### config.mk
export PLATFORM = sky130hd
export DESIGN_NAME = rf_wb_arbiter
export DESIGN_NICKNAME = d
export VERILOG_FILES = /design/src/rtl/rf_wb_arbiter_pkg.sv /design/src/rtl/rf_wb_arbiter_rr.sv /design/src/rtl/rf_wb_arbiter.sv
export SDC_FILE = /design/constraint.sdc
export NUM_CORES = 1
export LEC_CHECK = 0
export BUFFER_PORTS_ARGS = -buffer_cell sky130_fd_sc_hd__buf_2
export CAP_MARGIN = 10
export CORE_UTILIZATION = 50
export CTS_CLUSTER_DIAMETER = 40
export DETAILED_ROUTE_END_ITERATION = 16
export PLACE_DENSITY = 0.85
export SLEW_MARGIN = 10
export SYNTH_ARGS = -nofsm -noshare
export SYNTH_HDL_FRONTEND = slang
export SYNTH_SLANG_ARGS = --single-unit
### constraint.sdc
create_clock -name clk -period 7.54 [get_ports clk]
set_clock_uncertainty 0.2 [all_clocks]
set_input_delay 2.262 -clock clk [delete_from_list [all_inputs] [get_ports clk]]
set_output_delay 2.262 -clock clk [all_outputs]
set_load 0.01 [all_outputs]
### src/rtl/rf_wb_arbiter_pkg.sv
// Shared constants for the register-file writeback path. The widths match
// the register file so both sides of the write port agree.
package rf_wb_arbiter_pkg;

    localparam int RF_DATA_WIDTH = 32;
    localparam int RF_ADDR_WIDTH = 5;

    // r0 is hardwired to zero in the register file; writes to it are dropped.
    localparam logic [4:0] REG_ZERO = 5'd0;

    // Width of an index into n requesters (at least one bit).
    function automatic int idx_width(input int n);
        return (n > 1) ? $clog2(n) : 1;
    endfunction

endpackage

### src/rtl/rf_wb_arbiter_rr.sv
// Combinational round-robin arbiter. The request vector is doubled so that a
// plain upward priority scan starting at ptr wraps around naturally; the
// first hit inside the window [ptr, ptr+N) is the winner.
module rr_arbiter #(
    parameter int N  = 2,
    parameter int IW = 1
) (
    input  logic [N-1:0]  req,
    input  logic [IW-1:0] ptr,
    output logic [N-1:0]  gnt,
    output logic [IW-1:0] gnt_idx,
    output logic          any
);

    logic [2*N-1:0] dbl;

    // Priority scan over the doubled request vector, starting at ptr.
    always_comb begin
        dbl     = {req, req};
        gnt     = '0;
        gnt_idx = '0;
        any     = 1'b0;
        for (int j = 0; j < 2 * N; j++) begin
            if (!any && (j >= int'(ptr)) && (j < int'(ptr) + N) && dbl[j]) begin
                any     = 1'b1;
                gnt_idx = (j >= N) ? IW'(j - N) : IW'(j);
            end
        end
        if (any) begin
            gnt[gnt_idx] = 1'b1;
        end
    end

endmodule

### src/rtl/rf_wb_arbiter.sv
// Writeback arbiter: shares the single register-file write port among
// NUM_REQ requesters with round-robin fairness, a one-cycle registered
// output stage, and a saturating contention counter.
module rf_wb_arbiter
    import rf_wb_arbiter_pkg::*;
#(
    parameter int DATA_WIDTH = RF_DATA_WIDTH,
    parameter int ADDR_WIDTH = RF_ADDR_WIDTH,
    parameter int NUM_REQ    = 2
) (
    input  logic                          clk,
    input  logic                          rst,
    input  logic                          stall,
    input  logic [NUM_REQ-1:0]            req_valid,
    input  logic [NUM_REQ*ADDR_WIDTH-1:0] req_addr,
    input  logic [NUM_REQ*DATA_WIDTH-1:0] req_data,
    output logic [NUM_REQ-1:0]            req_ready,
    output logic                          rf_wen,
    output logic [ADDR_WIDTH-1:0]         rf_waddr,
    output logic [DATA_WIDTH-1:0]         rf_wdata,
    output logic [31:0]                   conflict_cnt
);

    localparam int IW = idx_width(NUM_REQ);

    logic [IW-1:0]         ptr;
    logic [IW-1:0]         gnt_idx;
    logic [NUM_REQ-1:0]    arb_req;
    logic [NUM_REQ-1:0]    gnt;
    logic                  any;
    logic                  grant_any;
    logic [ADDR_WIDTH-1:0] sel_addr;
    logic [DATA_WIDTH-1:0] sel_data;
    logic                  contention;

    // A stall simply hides all requests from the arbiter.
    always_comb begin
        arb_req = stall ? '0 : req_valid;
    end

    rr_arbiter #(
        .N  (NUM_REQ),
        .IW (IW)
    ) u_rr (
        .req     (arb_req),
        .ptr     (ptr),
        .gnt     (gnt),
        .gnt_idx (gnt_idx),
        .any     (any)
    );

    // No handshake may complete while reset is held.
    always_comb begin
        grant_any = any & ~rst;
        req_ready = gnt & {NUM_REQ{~rst}};
    end

    // One-hot AND-OR mux of the granted requester's address and data.
    always_comb begin
        sel_addr = '0;
        sel_data = '0;
        for (int i = 0; i < NUM_REQ; i++) begin
            if (gnt[i]) begin
                sel_addr = sel_addr | req_addr[i*ADDR_WIDTH +: ADDR_WIDTH];
                sel_data = sel_data | req_data[i*DATA_WIDTH +: DATA_WIDTH];
            end
        end
    end

    // Contention: two or more requesters competing in a non-stalled cycle.
    always_comb begin
        contention = !stall && ($countones(req_valid) >= 2);
    end

    // Round-robin pointer: the slot after the last winner gets top priority.
    always_ff @(posedge clk or posedge rst) begin
        if (rst) begin
            ptr <= '0;
        end else if (grant_any) begin
            ptr <= (gnt_idx == IW'(NUM_REQ - 1)) ? '0 : gnt_idx + 1'b1;
        end
    end

    // Output stage: r0 writes are consumed but never reach the register file.
    always_ff @(posedge clk or posedge rst) begin
        if (rst) begin
            rf_wen   <= 1'b0;
            rf_waddr <= '0;
            rf_wdata <= '0;
        end else begin
            rf_wen <= grant_any && (sel_addr != ADDR_WIDTH'(REG_ZERO));
            if (grant_any) begin
                rf_waddr <= sel_addr;
                rf_wdata <= sel_data;
            end
        end
    end

    // Saturating contention counter.
    always_ff @(posedge clk or posedge rst) begin
        if (rst) begin
            conflict_cnt <= '0;
        end else if (contention && (conflict_cnt != 32'hFFFF_FFFF)) begin
            conflict_cnt <= conflict_cnt + 32'd1;
        end
    end

endmodule
Word-level counts from Yosys, hierarchy flattened
Cells that the tools add are included.
{"block": "classes", "n_addsub": 4, "order_cmp": 8, "eq_ne": 1, "muxes": 16, "n_bitwise": 5, "reduce_logical": 17}
{"op": "$lt 3x32->1 const A", "count": 2}
{"op": "$mux 32", "count": 2}
{"op": "$add 32x1->32 const B", "count": 1}
{"op": "$lt 1x32->1 const A", "count": 1}
{"op": "$lt 2x32->1 const A", "count": 1}
{"op": "$ne 32x32->1 const B", "count": 1}
{"op": "$or 32x32->32", "count": 1}
{"op": "$logic_and 1x1->1", "count": 12}
{"op": "$mux 5", "count": 2}
{"op": "$mux 1", "count": 9}
{"op": "$or 5x5->5", "count": 1}
{"op": "$reduce_bool 5->1", "count": 1}
{"op": "$logic_not 1->1", "count": 4}
{"op": "$mux 2", "count": 2}
{"op": "$add 1x2->3 const B", "count": 1}
{"op": "$add 1x1->2", "count": 1}
{"op": "$and 2x2->2", "count": 1}
{"op": "$ge 2x2->1 const B", "count": 1}
{"op": "$lt 1x2->1 const B", "count": 1}
{"op": "$add 1x1->1 const B", "count": 1}
{"op": "$and 1x1->1", "count": 1}
{"op": "$demux 1 s1", "count": 1}
{"op": "$ge 1x1->1 const A", "count": 1}
{"op": "$ge 1x1->1 const B", "count": 1}
{"op": "$not 1->1", "count": 1}
{"block": "word_totals", "regBits": 71}

Logic depth before layout (Yosys ltp)
{"block": "depth", "depth_word": 27, "depth_mapped": 7}

Cells and area by module
Synthesis repeated with hierarchy kept, for this count alone.
{"block": "unflattened", "cells_unflattened": 339, "area_unflattened_um2": 3388.2}
{"mod": "rf_wb_arbiter", "instances": 1, "cells_per_inst": 334, "area_each_um2": 3355.7, "seq_area_each_um2": 1776.7}
{"mod": "rr_arbiter", "instances": 1, "cells_per_inst": 5, "area_each_um2": 32.5, "seq_area_each_um2": 0.0}

Worst setup path after synthesis
No wires, ideal clock.
{"block": "synth_timing", "path_kind": "input to output", "from": "in rst", "to": "out req_ready[0]", "arrival_ns": 4.107, "t_required_ns": 5.078, "path_slack_ns": 0.971, "stages": 2, "path_buffers": 0, "path_cell_list": "inv_1 and2_1"}
{"block": "synth_between", "elab_chain_cells": 2}
{"item": "from (decl)", "line": "rf_wb_arbiter.sv:12", "rtl": "input logic rst,"}
{"item": "$not 1->1", "line": "rf_wb_arbiter.sv:55", "rtl": "req_ready = gnt & {NUM_REQ{~rst}};"}
{"item": "$and 2x2->2", "line": "rf_wb_arbiter.sv:55"}
{"item": "to (decl)", "line": "rf_wb_arbiter.sv:17", "rtl": "output logic [NUM_REQ-1:0] req_ready,"}
Every way passes these cells.

Worst setup path in the final report
{"block": "layout_timing", "from": "in stall", "to": "out req_ready[1]"}
{"block": "layout_between", "elab_chain_cells": 21, "elab_cells_between_ends": 25, "classes_between": "order compare (2); mux (11); bitwise (1); reduce/logical (11)"}
{"item": "from (decl)", "line": "rf_wb_arbiter.sv:13", "rtl": "input logic stall,"}
{"item": "$mux 2 (*)", "line": "rf_wb_arbiter.sv:38", "rtl": "arb_req = stall ? '0 : req_valid;"}
{"item": "$logic_and 1x1->1", "line": "rf_wb_arbiter_rr.sv:24", "rtl": "if (!any && (j >= int'(ptr)) && (j < int'(ptr) + N) && dbl[j]) begin"}
{"item": "$mux 1", "line": "rf_wb_arbiter_rr.sv:24"}
{"item": "$logic_not 1->1", "line": "rf_wb_arbiter_rr.sv:24"}
{"item": "$logic_and 1x1->1 (2 in a row)", "line": "rf_wb_arbiter_rr.sv:24"}
{"item": "$mux 1", "line": "rf_wb_arbiter_rr.sv:24"}
{"item": "$logic_not 1->1", "line": "rf_wb_arbiter_rr.sv:24"}
{"item": "$logic_and 1x1->1 (2 in a row)", "line": "rf_wb_arbiter_rr.sv:24"}
{"item": "[... 2 more ...]"}
{"item": "$logic_and 1x1->1 (2 in a row)", "line": "rf_wb_arbiter_rr.sv:24"}
{"item": "$mux 1", "line": "rf_wb_arbiter_rr.sv:24"}
{"item": "$lt 1x2->1 (implied by the code) / $ge 1x1->1 (equally long branches)", "line": "rf_wb_arbiter_rr.sv:30", "rtl": "gnt[gnt_idx] = 1'b1;"}
{"item": "$logic_and 1x1->1 (implied by the code)", "line": "rf_wb_arbiter_rr.sv:30"}
{"item": "$mux 1 (implied by the code)", "line": "rf_wb_arbiter_rr.sv:30"}
{"item": "$demux 1 s1"}
{"item": "$mux 2 (*)", "line": "rf_wb_arbiter_rr.sv:29", "rtl": "if (any) begin"}
{"item": "$and 2x2->2 (*)", "line": "rf_wb_arbiter.sv:55"}
Mark *: on every way between the ends. The rest lies on a longest branch, timed or not.

==> results.toml <==
[detailed_routing]
drt-initial-drc-count = 196
vias_per_cell = 5.52
routed-via-count = 3024
drtPass1Iterations = 5
antenna_left = 0
wl_per_cell_um = 14.6
drt_wl_total_mm = 8.01
drc = 0

[cts]
cts_resized = 0
cts_root_buffer = "clkbuf_8"
cts.sinks = 71
cts_post_setup_buffers_inserted = 0
cts_tree = "done"
numCtsBuffers = 9
h-tree-depth = 3
postCtsHoldBufs = 0
clk_pin_slew_worst_paths_ps = 80
clockBufferDepth = 2
insertion_delay_ps = 340

[global_route]
grt_pass1_vias = 2834
grt.busiest_layer = "met2"
track_usage = 0.234
grt_pass1_wl_mm = 13.0
gr-usage-met2 = 0.396
grt_overflow = 0
grt_antenna_before_repair = 0
use_met1 = 0.298
grtUsageMet3 = 0.0527
grt_start_max_net_pins = 77

[final_layout]
drive_above_1_share = 0.384
final_area_um2 = 4320
area.growth.synth_to_final_pct = 31.4
layout_commonest_cell = "buf_2"
fin_nets = 546
most-common-layout-cells = "buf_2, dfrtp_1, nor2_1"
num-fill-cells = 511
num_antenna_cells = 0

[placement]
numPortBuffers = 150
place_area_um2 = 4110
place_congestion = 0.814
dp_hpwl_mm = 5.79

[yosys]
synth_warnings = 0
synth_fp_nets = 398
yosys.cell_types.count = 31
ys_seq_area_frac = 0.540
syn_inst = 318
netlist_area_um2 = 3290
syn_area_per_cell_um2 = 10.3
ys_seq_elements = 71

[sta]
worst_slew_margin_rel = 0.517
hold_viol = 0
rsz0062_at_grt = "false"
finalSetupTns_ps = 0
timing.fmax_mhz = 173
post-route-period-util = 0.765
layout_min_cycle_time_ps = 5770
setup_viol_count_final = 0
worst_slew_pin_slew_ps = 724
maxSlewViolCount = 0

[power_and_ir_drop]
leakagePower_nw = 2.17
power.density_nw_per_um2 = 227
peakVddDrop_mv = 0.182

[critical_path]
arrival_ps = 3310
path_class = "in2out"
r2r-start = "conflict_cnt[0]"
startpoint_type = "input pin"
crit_required_ps = 5080
critPathCaptureType = "primary output"
cp-startpoint = "stall"
critPathMaxFanout = 39

[die]
die_area_um2 = 6910
io_pins = 151
die_h_um = 83.1
coreArea_um2 = 6350
num_rows = 29
fp.dieW_um = 83.1
start_util = 0.518

[outcome]
status = "complete, no violations"

[job]
cap_violations = 0

[min_path]
hp-start = "conflict_cnt[26]"
hp-class = "reg2reg"
[per-layer routing]
| metal | wire length, um | part of all wire | vias to the layer above |
|---|---|---|---|
| met4 | 64 | 0.0080 | 0 |
| met5 | 0 | 0 | - |
| met1 | 3340 | 0.42 | 1451 |
| met3 | 514 | 0.064 | 6 |
| met2 | 4090 | 0.51 | 125 |
| li1 | - | - | 1442 |
[worst paths after layout]
kind                       depth (start not counted)  slack, ps          endpoint
max                                                6       1770      req_ready[1]
min                                                1        300  conflict_cnt[26]
max reg2reg                                        6       5120  conflict_cnt[18]
min reg2reg                                        1        300  conflict_cnt[26]
max in group asynchronous                          3       4360      rf_wdata[15]
min in group asynchronous                          2       1770       rf_wdata[3]
[cell usage after synthesis]
cell / instances / area share
nor3_1: 5 / 0.0076
a21oi_1: 40 / 0.061
nor4_4: 2 / 0.013
and4_1: 2 / 0.0053
inv_1: 5 / 0.0057
and2_1: 3 / 0.0057
nand3_1: 7 / 0.011
or4_4: 1 / 0.0034
nand2_1: 10 / 0.011
nor2_1: 45 / 0.051
nor4_1: 3 / 0.0057
xor2_1: 13 / 0.035
xnor2_1: 18 / 0.048
nand4_1: 14 / 0.027
or4_1: 3 / 0.0068
dfrtp_1: 71 / 0.54
and3_1: 6 / 0.011
clkbuf_1: 16 / 0.018
nor4_2: 1 / 0.0038
a21boi_0: 1 / 0.0023
a22oi_1: 37 / 0.084
a21o_1: 1 / 0.0023
ha_1: 1 / 0.0038
nand2b_1: 2 / 0.0038
o21bai_1: 1 / 0.0023
buf_2: 1 / 0.0015
nand4_4: 1 / 0.0065
nor3b_2: 2 / 0.0076
nand3b_1: 2 / 0.0046
o21ai_0: 3 / 0.0046
a211oi_4: 1 / 0.0061
[critical path, stage by stage]
cell and delay, ps:
buf_2 130, nand2b_1 150, a21oi_2 100, buf_4 360
and2_1 170, buf_2 120
[registers in the layout (all words and copies together), names as in the netlist]
signal,flops
rf_wdata,32
rf_waddr,5
conflict_cnt,32
ptr,1
rf_wen,1
[power breakdown]
group | internal [mW] | switching, mW | leakage [nW]
sequential | 0.430 | 0.0405 | 0.888
combinational | 0.0871 | 0.112 | 1.18
clock | 0.172 | 0.141 | 0.0988
total | 0.689 | 0.294 | 2.17
[cell families after synthesis]
kind of cell             share of synthesized area
AO/OA/AOI/OAI                                0.163
XOR/XNOR                                    0.0825
adder cells (fa/ha/maj)                    0.00380
buffers and inverters                       0.0255
flip-flops                                   0.540
AND/OR/NAND/NOR                              0.185
[area by class of cell]
class,count,area [um^2],share of cell area
well taps,77,96.3,0.0223
multi-input cells,225,1440,0.333
clock inverters,4,53.8,0.0124
inverters,5,18.8,0.00434
clock buffers,12,155,0.0359
flip-flops and latches,71,1780,0.411
repair buffers,154,781,0.181
[through the flow]
step	hold WS (ps)	setup slack, ps	total power [mW]	instances	utilization
after floorplan	314	971	0.582	318	-
after global placement	279	1800	0.671	532	0.648
after detailed placement	285	1770	0.680	532	0.648
after CTS	301	1770	0.991	548	0.681
after global routing	312	1700	1.03	548	0.681
final	299	1770	0.983	548	0.681
Note: power is estimated with default switching activity, not from simulation.
